<file path="config.mk">
export PLATFORM = sky130hd
export DESIGN_NAME = jt053247_draw
export DESIGN_NICKNAME = d
export VERILOG_FILES = /design/src/rtl/jt053247_pkg.sv /design/src/rtl/jt053247_pxlsel.sv /design/src/rtl/jt053247_draw.sv
export SDC_FILE = /design/constraint.sdc
export NUM_CORES = 1
export LEC_CHECK = 0
export CAP_MARGIN = 30
export CORE_MARGIN = 2
export CORE_UTILIZATION = 46
export CTS_CLUSTER_DIAMETER = 50
export CTS_CLUSTER_SIZE = 16
export DETAILED_ROUTE_END_ITERATION = 12
export MAX_ROUTING_LAYER = met4
export PLACE_DENSITY = 0.77
export SLEW_MARGIN = 20
export SYNTH_ARGS = -nofsm -noshare
export SYNTH_HDL_FRONTEND = slang
export SYNTH_SLANG_ARGS = --single-unit
export TNS_END_PERCENT = 50
</file>
<file path="constraint.sdc">
create_clock -name clk -period 2.35 [get_ports clk]
set_input_delay 0.47 -clock clk [delete_from_list [all_inputs] [get_ports clk]]
set_output_delay 0.47 -clock clk [all_outputs]
set_load 0.05 [all_outputs]
</file>
<file path="src/rtl/jt053247_pkg.sv">
// ============================================================================
// Module : jt053247_pkg
// Brief  : Shared types and constants for the jt053247 sprite line drawer.
//          Holds the draw-engine state encoding, the 1:1 horizontal zoom
//          value, the accumulator end point and the per-tile pixel cap.
// Macro  : JT053247_ZOOM_EN (used by jt053247_draw, not here)
// Rev    : 1.0 - initial release
// ============================================================================
`default_nettype none

package jt053247_pkg;

  typedef enum logic [1:0] {
    IDLE    = 2'd0,
    FETCH_L = 2'd1,
    FETCH_R = 2'd2,
    DRAW    = 2'd3
  } state_t;

  localparam logic [9:0]  HZ_UNITY = 10'h040;
  localparam logic [10:0] ACC_END  = 11'd1024;
  localparam logic [8:0]  MAX_PIX  = 9'd511;

  // Mirrored column inside a 16-pixel tile: 15-src is the bitwise inverse.
  function automatic logic [3:0] eff_index(input logic [3:0] src,
                                           input logic       flip);
    return flip ? ~src : src;
  endfunction

endpackage

`default_nettype wire

</file>
<file path="src/rtl/jt053247_pxlsel.sv">
// ============================================================================
// Module : jt053247_pxlsel
// Brief  : Combinational pixel picker. Applies horizontal flip to the source
//          column and returns the matching nibble of the latched tile row.
// Ports  : row_data in 64  {R word, L word}; source pixel n at [4n+3:4n]
//          src      in 4   unflipped source column
//          hflip    in 1   mirror the tile horizontally
//          pix      out 4  selected pixel
// Rev    : 1.0 - initial release
// ============================================================================
`default_nettype none

module jt053247_pxlsel
  import jt053247_pkg::*;
(
  input  logic [63:0] row_data,
  input  logic [3:0]  src,
  input  logic        hflip,
  output logic [3:0]  pix
);

  logic [3:0] w_idx;

  always_comb begin
    w_idx = eff_index(src, hflip);
    pix   = row_data[{w_idx, 2'b00} +: 4];
  end

endmodule

`default_nettype wire

</file>
<file path="src/rtl/jt053247_draw.sv">
// ============================================================================
// Module : jt053247_draw
// Brief  : Sprite tile row drawer. Fetches the two 32-bit halves of one
//          16-pixel tile row from ROM, then writes the row into a line buffer
//          one pixel per clock, optionally zoomed horizontally.
// Macro  : JT053247_ZOOM_EN - when defined, hzoom scales the row and hz_keep
//          carries the zoom accumulator remainder across tiles. Otherwise
//          every tile is drawn 1:1 (16 pixels) and hz_keep only chains columns.
// Ports  : clk, rst_n (sync, active-low)
//          dr_start in / dr_busy out        draw handshake
//          code, attr, shd, hflip, vflip, hpos, ysub, hzoom, hz_keep in
//          rom_addr out 21, rom_cs out, rom_ok in, rom_data in 32
//          buf_addr out 9, buf_data out 16 {shd,attr,pix}, buf_we out
// Rev    : 1.0 - initial release
// ============================================================================
`default_nettype none

module jt053247_draw #(
  parameter logic [9:0] HZ_UNITY = jt053247_pkg::HZ_UNITY
) (
  input  logic        clk,
  input  logic        rst_n,
  input  logic        dr_start,
  output logic        dr_busy,
  input  logic [15:0] code,
  input  logic [9:0]  attr,
  input  logic [1:0]  shd,
  input  logic        hflip,
  input  logic        vflip,
  input  logic [8:0]  hpos,
  input  logic [3:0]  ysub,
  input  logic [9:0]  hzoom,
  input  logic        hz_keep,
  output logic [20:0] rom_addr,
  output logic        rom_cs,
  input  logic        rom_ok,
  input  logic [31:0] rom_data,
  output logic [8:0]  buf_addr,
  output logic [15:0] buf_data,
  output logic        buf_we
);

  import jt053247_pkg::*;

  state_t      r_state, w_state_next;
  logic [15:0] r_code;
  logic [3:0]  r_row;
  logic [9:0]  r_attr;
  logic [1:0]  r_shd;
  logic        r_hflip;
  logic [31:0] r_lo, r_hi;
  logic [10:0] r_acc;
  logic [8:0]  r_col;
  logic [8:0]  r_cnt;
  logic        r_chain;      // a tile has completed since reset: chaining allowed

  logic [9:0]  w_hz;
  logic [10:0] w_acc_sum;
  logic [8:0]  w_cnt_inc;
  logic        w_draw_end;
  logic        w_keep;
  logic [3:0]  w_pix;

`ifdef JT053247_ZOOM_EN
  logic [9:0]  r_hzoom;
  assign w_hz = (r_hzoom == 10'd0) ? 10'd1 : r_hzoom;
`else
  logic        w_unused_hzoom;
  assign w_unused_hzoom = ^hzoom;
  assign w_hz           = HZ_UNITY;
`endif

  assign w_acc_sum  = r_acc + {1'b0, w_hz};
  assign w_cnt_inc  = r_cnt + 9'd1;
  assign w_draw_end = (w_acc_sum >= ACC_END) || (w_cnt_inc == MAX_PIX);
  assign w_keep     = hz_keep & r_chain;

  jt053247_pxlsel u_pxlsel (
    .row_data ({r_hi, r_lo}),
    .src      (r_acc[9:6]),
    .hflip    (r_hflip),
    .pix      (w_pix)
  );

  // Half select is simply "are we fetching the right word".
  assign rom_addr = {r_code, r_row, (r_state == FETCH_R)};
  assign buf_addr = r_col;
  assign buf_data = {r_shd, r_attr, w_pix};

  always_comb begin
    w_state_next = r_state;
    rom_cs       = 1'b0;
    buf_we       = 1'b0;
    dr_busy      = (r_state != IDLE);
    unique case (r_state)
      IDLE:    if (dr_start) w_state_next = FETCH_L;
      FETCH_L: begin
        rom_cs = 1'b1;
        if (rom_ok) w_state_next = FETCH_R;
      end
      FETCH_R: begin
        rom_cs = 1'b1;
        if (rom_ok) w_state_next = DRAW;
      end
      DRAW: begin
        buf_we = (w_pix != 4'd0);
        if (w_draw_end) w_state_next = IDLE;
      end
      default: w_state_next = IDLE;
    endcase
  end

  always_ff @(posedge clk) begin
    if (!rst_n) begin
      r_state <= IDLE;
      r_code  <= '0;
      r_row   <= '0;
      r_attr  <= '0;
      r_shd   <= '0;
      r_hflip <= 1'b0;
      r_lo    <= '0;
      r_hi    <= '0;
      r_acc   <= '0;
      r_col   <= '0;
      r_cnt   <= '0;
      r_chain <= 1'b0;
`ifdef JT053247_ZOOM_EN
      r_hzoom <= '0;
`endif
    end else begin
      r_state <= w_state_next;
      unique case (r_state)
        IDLE: if (dr_start) begin
          r_code  <= code;
          r_row   <= ysub ^ {4{vflip}};
          r_attr  <= attr;
          r_shd   <= shd;
          r_hflip <= hflip;
          r_cnt   <= '0;
`ifdef JT053247_ZOOM_EN
          r_hzoom <= hzoom;
`endif
          if (w_keep) begin
            // r_col already points one past the last output column.
`ifdef JT053247_ZOOM_EN
            r_acc <= {1'b0, r_acc[9:0]};
`else
            r_acc <= '0;
`endif
          end else begin
            r_col <= hpos;
            r_acc <= '0;
          end
        end
        FETCH_L: if (rom_ok) r_lo <= rom_data;
        FETCH_R: if (rom_ok) r_hi <= rom_data;
        DRAW: begin
          r_col <= r_col + 9'd1;
          r_acc <= w_acc_sum;
          r_cnt <= w_cnt_inc;
          if (w_draw_end) r_chain <= 1'b1;
        end
        default: ;
      endcase
    end
  end

endmodule

`default_nettype wire
</file>
==> results.cfg <==
[critical_path]
crit_chain = buf_4, or2b_1, o22ai_4, a222oi_1, a21oi_1, a32oi_2, o41a_4, buf_8
path_max_fanout = 7
cp.arrival_ps = 2610
critPathMaxStageDelay_ps = 520
cp-start-kind = register
crit_type = register to output port
worst_setup_path_end_kind = output port
cp_slowest_cell = o41a_4
cp.required_ps = 1880

[clocking]
clkSinkCount = 123
cts_tree = yes
cts_max_level = 4
cts_made_buffers = 17
clkTransAtPathRegs_ps = 60
hold_buffers = 0
root_buffer = clkbuf_16
cts.path.max_buffers = 2
clk_latency_ps = 420

[logic_synthesis]
synth_enable_flop_cells = 0
ys.flop_type = dfxtp_1
ys_seq_elements = 123
synth_top_area_cell = dfxtp_1
synth-seq-area-share_pct = 40.3
yosys-top-cells-area = dfxtp_1 40%, nand2_1 14%, a21boi_0 12%, mux4_2 3.0%, clkbuf_1 2.5%
synthDominantCellAreaShare_pct = 40.3
syn-num-nets = 849
async_flop_share_pct = 0
ys_warn_count = 0
syn_inst = 750
synth_area_mm2 = 0.00610
syn_avg_cell_area_um2 = 8.14
synth.distinct_cells = 61

[outcome]
violations = setup timing
status = finished with violations

[final_layout]
area_growth_pct = 41.5
antennaDiodeCount = 0
fin_util_pct = 66.0
finalInstanceArea_mm2 = 0.00864
final_common_cell = nand2_1
layout_common_cells = 230 x nand2_1, 121 x dfxtp_1, 119 x clkdlybuf4s50_1
drive_gt1_share_pct = 14.3
fin_nets = 1003

[placed_design]
placed_area_mm2 = 0.00786
dpl.hpwl_um = 11900
routabilityCongestion = 0.965
io_buffers = 128
place_ws_ps = -399

[grt]
grt_pass1_wl_um = 28100
grt_max_degree = 57
grt-ovfl-total = 0
grt_pass1_vias = 5615
track_usage_pct = 25.6
antenna_found_initial = 0

[route]
wl_um = 17100
num_vias = 5864
ant_nets = 0
firstDrtPassIters = 5
post_drt_wl_per_cell_um = 15.7
drc = 0
drtIter0Drc = 476
avgViaCountPerCell = 5.37

[pwr]
power_frac_comb_pct = 34.3
swShare_pct = 36.5
p_per_area_mw_per_mm2 = 959
leakage_nw = 3.17
p_seq_share_pct = 31.7
switching_power_mw = 3.02
p_clk_share_pct = 34.0
max-vdd-ir-drop_v = 0.000692
p_int_mw = 5.26

[sta]
slew-limit-headroom_pct = 60.0
grt_setup_unrepaired = true
period_needed_ps = 3080
hold_viol = 0
fin_skew_ps = 4.74
setup_viol = 5
fin_crit_sh_pct = 131
maxSlewViolCount = 0
tightest_slew_ps = 596
worst_slack_ps = -726
timing.fmax_ghz = 0.325

[floorplan]
die_area_mm2 = 0.0142
io-pin-count = 139
placementRows = 42
start_util_pct = 46.6
die_y_um = 119
die_w_um = 119
coreArea_mm2 = 0.0131

[worst_hold_path]
hold_class = register to register

[job]
drv_cap = 0
==> cell type report <==
class / count / area [um2]
inverter: 16 / 62.6
clock buffer: 17 / 425
fill: 1094 / 4450
timing repair buffer: 189 / 1830
sequential: 123 / 2470
clock inverter: 15 / 214
tap: 176 / 220
multi-input combinational: 557 / 3420
==> layer usage <==
layer	share of wire, %	routed length (um)	track usage [%]
met3	5.9	1000	6.27
met5	0	0	-
met4	2.6	448	10.1
met2	47	8090	39.5
met1	44	7580	32.4
==> path summary, 6_finish.rpt <==
path                           from                      end  slack, ps  cells after the start
max           r_acc[6]$_SDFFE_PN0P_                   buf_we       -730                      8
min          r_attr[4]$_SDFFE_PN0P_   r_attr[4]$_SDFFE_PN0P_        460                      2
max reg2reg   r_cnt[0]$_SDFFE_PN0P_  r_state[0]$_SDFFE_PN0P_        180                      6
min reg2reg  r_attr[4]$_SDFFE_PN0P_   r_attr[4]$_SDFFE_PN0P_        460                      2
==> power by group through the flow <==
| stage | clock (mW) | sequential (mW) | combinational [mW] |
|---|---|---|---|
| after floorplan | 0 | 3.10 | 1.32 |
| after global placement | 0 | 2.65 | 2.77 |
| after detailed placement | 0 | 2.66 | 2.78 |
| after CTS | 2.86 | 2.62 | 2.85 |
| after global routing | 2.95 | 2.66 | 3.07 |
| final | 2.82 | 2.63 | 2.84 |
==> logic make-up after synthesis <==
family	share of synthesized area, %
AO/OA/AOI/OAI	23.7
XOR/XNOR	1.72
adder cells (fa/ha/maj)	1.85
buffers and inverters	4.82
flip-flops	40.3
multiplexers	6.05
AND/OR/NAND/NOR	21.5
==> state kept, by name (all words and copies together), names as in the netlist <==
register	flops
r_chain	1
r_hi	32
r_shd	2
r_attr	10
r_state	2
r_row	4
r_code	16
r_hflip	1
r_cnt	9
r_lo	32
buf_addr	9
r_acc	5
==> per-stage QoR <==
step	setup TNS (ps)	hold WS [ps]	instances	power, mW
after floorplan	-843	438	750	4.43
after CTS	-2600	465	1093	8.33
after global routing	-3180	477	1093	8.67
final	-2700	460	1093	8.28
after detailed placement	-1020	456	1053	5.45
after global placement	-926	447	1053	5.42
==> synthesized netlist by cell type, types with 2 or more instances <==
cell,number
mux2_2,3
nand2_1,230
a32oi_1,2
ha_1,9
o2bb2ai_1,4
o21ai_0,19
a211oi_1,2
buf_1,5
a222oi_1,6
and4_1,3
nor3_1,5
a22oi_1,6
nor2b_1,15
a21o_1,2
xor2_1,5
and3_1,3
mux2i_1,14
nand3_1,18
o211ai_1,2
o211a_1,6
nand2b_1,3
o21ai_1,2
buf_2,4
o2111ai_1,3
mux4_2,8
buf_6,3
nor2_1,15
dfxtp_1,123
and2_1,9
a21oi_1,28
a21boi_0,94
inv_1,14
o22ai_1,3
xnor2_1,7
a221oi_1,3
a2bb2oi_1,4
clkbuf_1,41
a31oi_1,4
==> worst max-delay path, delay by kind of cell, from the launching register on <==
family | cells | cell delay, ps
AO/OA/AOI/OAI | 5 | 1250
AND/OR/NAND/NOR | 1 | 270
buffers and inverters | 2 | 300
flip-flops | 1 | 370
==> timing repair <==
item,in CTS,in global routing
gates resized for setup,17,3
buffers inserted,9,0
setup endpoints to repair,5,5
pin swaps,11,4
(Power assumes the default switching activity.)
